$ cat src/rtl/spi_master_arbiter_if.sv
// Requester and SPI pin bundle for spi_master_arbiter; "slave" is the arbiter's view.
// Latency: none (wires only).
// Backpressure: none; requesters hold req until their done pulse.
interface spi_master_arbiter_if #(
    parameter int N_REQ = 4,
    parameter int N_SLV = 4,
    parameter int SLV_W = 2
);
    logic [N_REQ-1:0]       req;
    logic [N_REQ*SLV_W-1:0] req_slv;
    logic [N_REQ*8-1:0]     req_data;
    logic [N_REQ-1:0]       grant;
    logic [N_REQ-1:0]       done;
    logic [7:0]             rx_data;
    logic                   busy;
    logic                   sclk;
    logic [N_SLV-1:0]       cs_n;
    logic                   mosi;
    logic                   miso;

    modport master (
        output req, req_slv, req_data, miso,
        input  grant, done, rx_data, busy, sclk, cs_n, mosi
    );

    modport slave (
        input  req, req_slv, req_data, miso,
        output grant, done, rx_data, busy, sclk, cs_n, mosi
    );
endinterface

$ cat src/rtl/spi_master_arbiter.sv
// Arbitrates N_REQ requesters onto one mode-0 SPI master, one 8-bit frame per cs_n; SPI_ARB_RR_EN selects round-robin.
// Latency: IDLE+ARB, then cs_n low 18*CLK_DIV cycles; done pulses in the first of CS_GAP gap cycles.
// Backpressure: req is a level held until done; losers wait, the frame runs to completion once granted.
module spi_master_arbiter #(
    parameter int N_REQ   = 4,
    parameter int N_SLV   = 4,
    parameter int SLV_W   = 2,
    parameter int CLK_DIV = 4,
    parameter int CS_GAP  = 2
) (
    input  logic              clk,
    input  logic              reset_n,
    spi_master_arbiter_if.slave bus
);

    localparam int IW  = $clog2(N_REQ);
    localparam int CMX = (CLK_DIV > CS_GAP) ? CLK_DIV : CS_GAP;
    localparam int CW  = $clog2(CMX + 1);

    typedef enum logic [2:0] {
        S_IDLE,
        S_ARB,
        S_SETUP,
        S_SHIFT,
        S_HOLD,
        S_GAP
    } state_t;

    state_t           state_q, state_d;
    logic [CW-1:0]    cnt_q, cnt_d;
    logic [2:0]       bit_q, bit_d;
    logic [7:0]       tx_q, tx_d;
    logic [7:0]       rx_q, rx_d;
    logic [7:0]       rx_data_q, rx_data_d;
    logic [N_REQ-1:0] grant_q, grant_d;
    logic [N_REQ-1:0] done_q, done_d;
    logic [N_SLV-1:0] cs_n_q, cs_n_d;
    logic             sclk_q, sclk_d;
    logic             mosi_q, mosi_d;
    logic             busy_q, busy_d;

    logic [IW-1:0]    win_idx;
    logic             win_vld;
    logic [SLV_W-1:0] win_slv;
    logic [7:0]       win_dat;

`ifdef SPI_ARB_RR_EN
    logic [IW-1:0]    ptr_q, ptr_d;
`endif

    // Search starts at the pointer (round-robin) or at requester 0 (fixed priority).
    always_comb begin
        int base;
        win_idx = '0;
        win_vld = 1'b0;
`ifdef SPI_ARB_RR_EN
        base = int'(ptr_q);
`else
        base = 0;
`endif
        for (int k = 0; k < N_REQ; k++) begin
            if (!win_vld && bus.req[(base + k) % N_REQ]) begin
                win_vld = 1'b1;
                win_idx = IW'((base + k) % N_REQ);
            end
        end
    end

    assign win_slv = bus.req_slv[int'(win_idx)*SLV_W +: SLV_W];
    assign win_dat = bus.req_data[int'(win_idx)*8 +: 8];

    always_comb begin
        state_d   = state_q;
        cnt_d     = cnt_q;
        bit_d     = bit_q;
        tx_d      = tx_q;
        rx_d      = rx_q;
        rx_data_d = rx_data_q;
        grant_d   = grant_q;
        done_d    = '0;
        cs_n_d    = cs_n_q;
        sclk_d    = sclk_q;
        mosi_d    = mosi_q;
`ifdef SPI_ARB_RR_EN
        ptr_d     = ptr_q;
`endif
        case (state_q)
            S_IDLE: begin
                if (|bus.req) state_d = S_ARB;
            end
            S_ARB: begin
                cnt_d = '0;
                if (!win_vld) begin
                    state_d = S_IDLE;
                end else begin
                    tx_d  = win_dat;
                    rx_d  = '0;
                    bit_d = '0;
`ifdef SPI_ARB_RR_EN
                    ptr_d = IW'((int'(win_idx) + 1) % N_REQ);
`endif
                    if (int'(win_slv) < N_SLV) begin
                        state_d = S_SETUP;
                        grant_d = N_REQ'(1) << win_idx;
                        mosi_d  = win_dat[7];
                        for (int j = 0; j < N_SLV; j++) cs_n_d[j] = (j != int'(win_slv));
                    end else begin
                        // No such slave: skip the bus entirely and report an empty byte.
                        state_d   = S_GAP;
                        done_d    = N_REQ'(1) << win_idx;
                        rx_data_d = 8'h00;
                    end
                end
            end
            S_SETUP: begin
                mosi_d = tx_q[7];
                if (cnt_q == CW'(CLK_DIV - 1)) begin
                    cnt_d   = '0;
                    state_d = S_SHIFT;
                    sclk_d  = 1'b1;
                    rx_d    = {rx_q[6:0], bus.miso};
                end else begin
                    cnt_d = cnt_q + 1'b1;
                end
            end
            S_SHIFT: begin
                if (cnt_q == CW'(CLK_DIV - 1)) begin
                    cnt_d = '0;
                    if (sclk_q) begin
                        sclk_d = 1'b0;
                        if (bit_q != 3'd7) begin
                            mosi_d = tx_q[6];
                            tx_d   = {tx_q[6:0], 1'b0};
                        end
                    end else if (bit_q == 3'd7) begin
                        state_d = S_HOLD;
                    end else begin
                        bit_d  = bit_q + 3'd1;
                        sclk_d = 1'b1;
                        rx_d   = {rx_q[6:0], bus.miso};
                    end
                end else begin
                    cnt_d = cnt_q + 1'b1;
                end
            end
            S_HOLD: begin
                if (cnt_q == CW'(CLK_DIV - 1)) begin
                    cnt_d     = '0;
                    state_d   = S_GAP;
                    cs_n_d    = '1;
                    grant_d   = '0;
                    done_d    = grant_q;
                    rx_data_d = rx_q;
                end else begin
                    cnt_d = cnt_q + 1'b1;
                end
            end
            S_GAP: begin
                if (cnt_q == CW'(CS_GAP - 1)) begin
                    cnt_d   = '0;
                    state_d = S_IDLE;
                end else begin
                    cnt_d = cnt_q + 1'b1;
                end
            end
            default: state_d = S_IDLE;
        endcase
        busy_d = (state_d != S_IDLE);
    end

    always_ff @(posedge clk or negedge reset_n) begin
        if (!reset_n) begin
            state_q   <= S_IDLE;
            cnt_q     <= '0;
            bit_q     <= '0;
            tx_q      <= '0;
            rx_q      <= '0;
            rx_data_q <= 8'h00;
            grant_q   <= '0;
            done_q    <= '0;
            cs_n_q    <= '1;
            sclk_q    <= 1'b0;
            mosi_q    <= 1'b0;
            busy_q    <= 1'b0;
`ifdef SPI_ARB_RR_EN
            ptr_q     <= '0;
`endif
        end else begin
            state_q   <= state_d;
            cnt_q     <= cnt_d;
            bit_q     <= bit_d;
            tx_q      <= tx_d;
            rx_q      <= rx_d;
            rx_data_q <= rx_data_d;
            grant_q   <= grant_d;
            done_q    <= done_d;
            cs_n_q    <= cs_n_d;
            sclk_q    <= sclk_d;
            mosi_q    <= mosi_d;
            busy_q    <= busy_d;
`ifdef SPI_ARB_RR_EN
            ptr_q     <= ptr_d;
`endif
        end
    end

    assign bus.grant   = grant_q;
    assign bus.done    = done_q;
    assign bus.rx_data = rx_data_q;
    assign bus.busy    = busy_q;
    assign bus.sclk    = sclk_q;
    assign bus.cs_n    = cs_n_q;
    assign bus.mosi    = mosi_q;

endmodule

$ cat src/flat_wrapper.sv
// flat-port wrapper written by rule: the top's interface ports become plain ports
module spi_master_arbiter_flat 
#(
    parameter int N_REQ   = 4,
    parameter int N_SLV   = 4,
    parameter int SLV_W   = 2,
    parameter int CLK_DIV = 4,
    parameter int CS_GAP  = 2
)
  (clk, reset_n, bus_req, bus_req_slv, bus_req_data, bus_miso, bus_grant, bus_done, bus_rx_data, bus_busy, bus_sclk, bus_cs_n, bus_mosi);
  spi_master_arbiter_if #(.N_REQ(N_REQ), .N_SLV(N_SLV), .SLV_W(SLV_W)) bus_i ();
  input  logic clk;
  input  logic reset_n;
  input wire logic [$bits(bus_i.req)-1:0] bus_req;
  input wire logic [$bits(bus_i.req_slv)-1:0] bus_req_slv;
  input wire logic [$bits(bus_i.req_data)-1:0] bus_req_data;
  input wire logic [$bits(bus_i.miso)-1:0] bus_miso;
  output wire logic [$bits(bus_i.grant)-1:0] bus_grant;
  output wire logic [$bits(bus_i.done)-1:0] bus_done;
  output wire logic [$bits(bus_i.rx_data)-1:0] bus_rx_data;
  output wire logic [$bits(bus_i.busy)-1:0] bus_busy;
  output wire logic [$bits(bus_i.sclk)-1:0] bus_sclk;
  output wire logic [$bits(bus_i.cs_n)-1:0] bus_cs_n;
  output wire logic [$bits(bus_i.mosi)-1:0] bus_mosi;
  assign bus_i.req = bus_req;
  assign bus_i.req_slv = bus_req_slv;
  assign bus_i.req_data = bus_req_data;
  assign bus_i.miso = bus_miso;
  assign bus_grant = bus_i.grant;
  assign bus_done = bus_i.done;
  assign bus_rx_data = bus_i.rx_data;
  assign bus_busy = bus_i.busy;
  assign bus_sclk = bus_i.sclk;
  assign bus_cs_n = bus_i.cs_n;
  assign bus_mosi = bus_i.mosi;
  spi_master_arbiter #(.N_REQ(N_REQ), .N_SLV(N_SLV), .SLV_W(SLV_W), .CLK_DIV(CLK_DIV), .CS_GAP(CS_GAP)) u_core (.clk(clk), .reset_n(reset_n), .bus(bus_i));
endmodule
$ cat config.mk
export PLATFORM = sky130hd
export DESIGN_NAME = spi_master_arbiter_flat
export DESIGN_NICKNAME = d
export VERILOG_FILES = /design/src/rtl/spi_master_arbiter_if.sv /design/src/rtl/spi_master_arbiter.sv /design/src/flat_wrapper.sv
export SDC_FILE = /design/constraint.sdc
export NUM_CORES = 1
export LEC_CHECK = 0
export BUFFER_PORTS_ARGS = -buffer_cell sky130_fd_sc_hd__buf_4
export CORE_AREA = 4 4 87 68
export CTS_CLUSTER_DIAMETER = 40
export DETAILED_ROUTE_END_ITERATION = 10
export DIE_AREA = 0 0 91 72
export PLACE_DENSITY = 0.79
export SETUP_SLACK_MARGIN = 0.3
export SLEW_MARGIN = 15
export SYNTH_ARGS = -nofsm -noshare
export SYNTH_HDL_FRONTEND = slang
export SYNTH_SLANG_ARGS = --single-unit
$ cat constraint.sdc
create_clock -name clk -period 2.35 [get_ports clk]
set_input_delay 0.1175 -clock clk [delete_from_list [all_inputs] [get_ports clk]]
set_output_delay 0.1175 -clock clk [all_outputs]
set_load 0.02 [all_outputs]
==> impl_metrics.ini <==
[run_status]
status = completed

[grt]
grt_pass1_vias = 2285
antenna_found_initial = 0
grt_use_met2_pct = 30.8
grt-ovfl-total = 0
grt_use_met1_pct = 28.1
grt_max_degree = 49
grt_pass1_wl_um = 10500
grt_busiest_layer = met2
use_met3_pct = 4.77
track_usage_pct = 19.9

[timing]
worst_hold_slack_ns = 0.0411
maxSlewViolCount = 0
finalHoldViolations = 0
min_period_over_period_pct = 84.3
tightest_slew_ns = 0.699
min_period_ns = 1.98
finalClockSkew_ns = 0.00738
rsz0062_at_grt = false
maxSlewHeadroom_pct = 53.1
fin_setup_tns_ns = 0
finalSetupViolCount = 0
fmax_mhz = 505

[floorplan]
core_area_um2 = 5180
placementRows = 23
die_w_um = 91
ios = 70
start_util_pct = 50.7
fp.dieH_um = 72
fp.dieArea_um2 = 6550

[cells_and_area]
nets = 383
antennaDiodeCount = 0
final_common_cell = buf_4
areaGrowthSynthToFinish_pct = 26.4
layout-drive-gt1-share_pct = 33.2
fillers = 428
mostFrequentLayoutCells = buf_4, dfrtp_1, nand2_1

[clocking]
htree_levels = 2
cts_tree = built
cts_root_buffer = clkbuf_8
numCtsBuffers = 5
cts.sinks = 48
clkTransAtPathRegs_ns = 0.09
clk_latency_ns = 0.30
clockBufferDepth = 2

[run]
maxCapViolations = 0

[drt]
vias = 2280
drt-initial-drc-count = 215
drcViolationCount = 0
postRouteAntennaNets = 0
wl_per_cell_um = 16.2
routed_wl_um = 6380
vias_per_cell = 5.80
drt_pre_antenna_iters = 4

[power]
pwr-share-clk_pct = 36.4
seq_power_share_pct = 51.7
switching_power_mw = 0.408
p_leak_nw = 1.58
swShare_pct = 24.2
pwr-share-comb_pct = 11.9
ir_drop_mv = 0.343
cellPowerDensity_nw_per_um2 = 508
internal_power_mw = 1.28

[worst_setup_path]
arrival_ns = 2.19
crit_type = register to register
path_cells = ha_1, ha_2, nand3b_1, mux2_4, or2_4, o31ai_2
rr_worst_depth = 6
critPathLaunchType = register
r2r_slack_ns = 0.37
crit_fanout = 8
crit_slowest_cell = dfrtp_1
crit_path_max_incr_delay_ns = 0.39
end_kind = register
r2r_start = u_core.bit_q[0]
r2r_end = u_core.tx_q[6]
critical_path_required_ns = 2.56

[worst_hold_path]
min_to = u_core.rx_q[0]
min_path_cells = 2
worstHoldStart = bus_miso
hold_class = primary input to register

[synth]
synth_xor_xnor_area_share_pct = 0
yosys.area.top_type = dfrtp_1
synth_cells = 263
ys_warn_count = 0
synth-seq-area-share_pct = 46.0
syn_nets = 316
synth.area.mux_share_pct = 1.00
async_flop_share_pct = 100
netlist_area_um2 = 2620
synthAdderAreaFrac_pct = 2.86
synth_top_area_share_pct = 42.0
synth_area_leaders = dfrtp_1, a22o_1, nand2_1
avgSynthCellArea_um2 = 9.98
synth-compound-area-share_pct = 25.0
yosys_most_used_dff = dfrtp_1
ys_ff_latch = 48
synth_top_family_by_area = compound AO/OA/AOI/OAI gates
synth-simple-area-share_pct = 19.7
synth_edf_count = 0
ys_types = 54

[place]
dp_hpwl_um = 4650
gp_congestion = 0.874
port_buffers = 69
[Yosys cell counts (2+ instances only)]
cell type / n
a21o_1: 7
a21oi_1: 8
a221oi_1: 10
a22o_1: 17
a22oi_1: 2
a31oi_1: 2
a32oi_1: 2
and2_1: 5
and3_1: 2
and3b_1: 2
buf_1: 3
buf_2: 9
buf_4: 3
buf_6: 2
clkbuf_1: 4
dfrtp_1: 44
dfstp_2: 4
ha_1: 6
inv_1: 6
nand2_1: 37
nand2b_1: 2
nand3_1: 8
nand3b_1: 2
nor2_1: 14
nor2b_1: 5
nor3_1: 5
o21ai_0: 9
o21ai_1: 6
o221ai_1: 2
o22ai_1: 3
o31ai_1: 2
o31ai_2: 6
o32a_1: 2
or2_1: 2
[state kept, by name, indices dropped and copies added (netlist names)]
| name | flops |
|---|---|
| u_core.bus.mosi | 1 |
| u_core.state_q | 3 |
| u_core.bus.busy | 1 |
| u_core.rx_q | 8 |
| u_core.bus.grant | 4 |
| u_core.tx_q | 8 |
| u_core.bus.cs_n | 4 |
| u_core.bus.rx_data | 8 |
| u_core.bit_q | 3 |
| u_core.bus.done | 4 |
| u_core.cnt_q | 3 |
| u_core.bus.sclk | 1 |
[cell type report]
| class | instances | area, um^2 | share of cell area (%) |
|---|---|---|---|
| Sequential cell | 48 | 1210 | 36.4 |
| Clock inverter | 3 | 46.3 | 1.40 |
| Tap cell | 62 | 77.6 | 2.34 |
| Timing Repair Buffer | 81 | 611 | 18.4 |
| Multi-Input combinational cell | 187 | 1280 | 38.6 |
| Inverter | 7 | 26.3 | 0.792 |
| Clock buffer | 5 | 68.8 | 2.08 |
[metrics by stage]
| step | setup slack [ns] | cell area (um^2) | cells | util, % | total power [mW] |
|---|---|---|---|---|---|
| floorplan | 0.391 | 2620 | 263 | - | 0.971 |
| global placement | 0.286 | 3170 | 382 | 61.2 | 1.08 |
| detailed placement | 0.231 | 3170 | 382 | 61.2 | 1.09 |
| CTS | 0.328 | 3300 | 391 | 63.7 | 1.71 |
| global route | 0.300 | 3320 | 393 | 64.0 | 1.76 |
| finish | 0.370 | 3320 | 393 | 64.0 | 1.68 |
[power groups by stage]
stage,Sequential (mW),Combinational [mW],Clock (mW)
global route,0.873,0.218,0.668
detailed placement,0.885,0.200,0
global placement,0.884,0.197,0
finish,0.870,0.201,0.613
CTS,0.870,0.202,0.633
floorplan,0.897,0.0738,0
[what timing repair did]
| action | CTS | global route |
|---|---|---|
| hold endpoints to repair | 44 | 0 |
| setup buffers | 0 | 2 |
| gates resized for setup | 1 | 1 |
| hold buffers | 1 | 0 |
| pin swaps | 0 | 1 |
| endpoints found under the setup margin | 8 | 8 |
[layer usage]
layer  vias to the layer above  routed length [um]
met3                         5                 367
met1                      1113                3020
met2                        60                2940
li1                       1102                   -
met4                         0                  62
met5                         -                   0
[worst max-delay path by stage]
| stage | start | to | cells after the start |
|---|---|---|---|
| CTS | u_core.bit_q[0] | u_core.tx_q[5] | 6 |
| floorplan | u_core.bit_q[0] | u_core.tx_q[4] | 7 |
| finish | u_core.bit_q[0] | u_core.tx_q[6] | 6 |
| detailed placement | u_core.bit_q[0] | u_core.tx_q[4] | 6 |
| global route | u_core.bit_q[0] | u_core.tx_q[6] | 6 |
| global placement | u_core.bit_q[0] | u_core.tx_q[0] | 6 |
[worst max-delay path: cells and delay by family (launching register included)]
kind,cells,cell delay [ns]
AND/OR/NAND/NOR,2,0.51
multiplexers,1,0.32
adder cells (fa/ha/maj),2,0.42
flip-flops,1,0.39
AO/OA/AOI/OAI,1,0.26
[logic make-up after synthesis]
group	Yosys count
multiplexers	2
AO/OA/AOI/OAI	85
AND/OR/NAND/NOR	94
flip-flops	48
buffers and inverters	28
adder cells (fa/ha/maj)	6
Power figures use the tool's default switching activity.
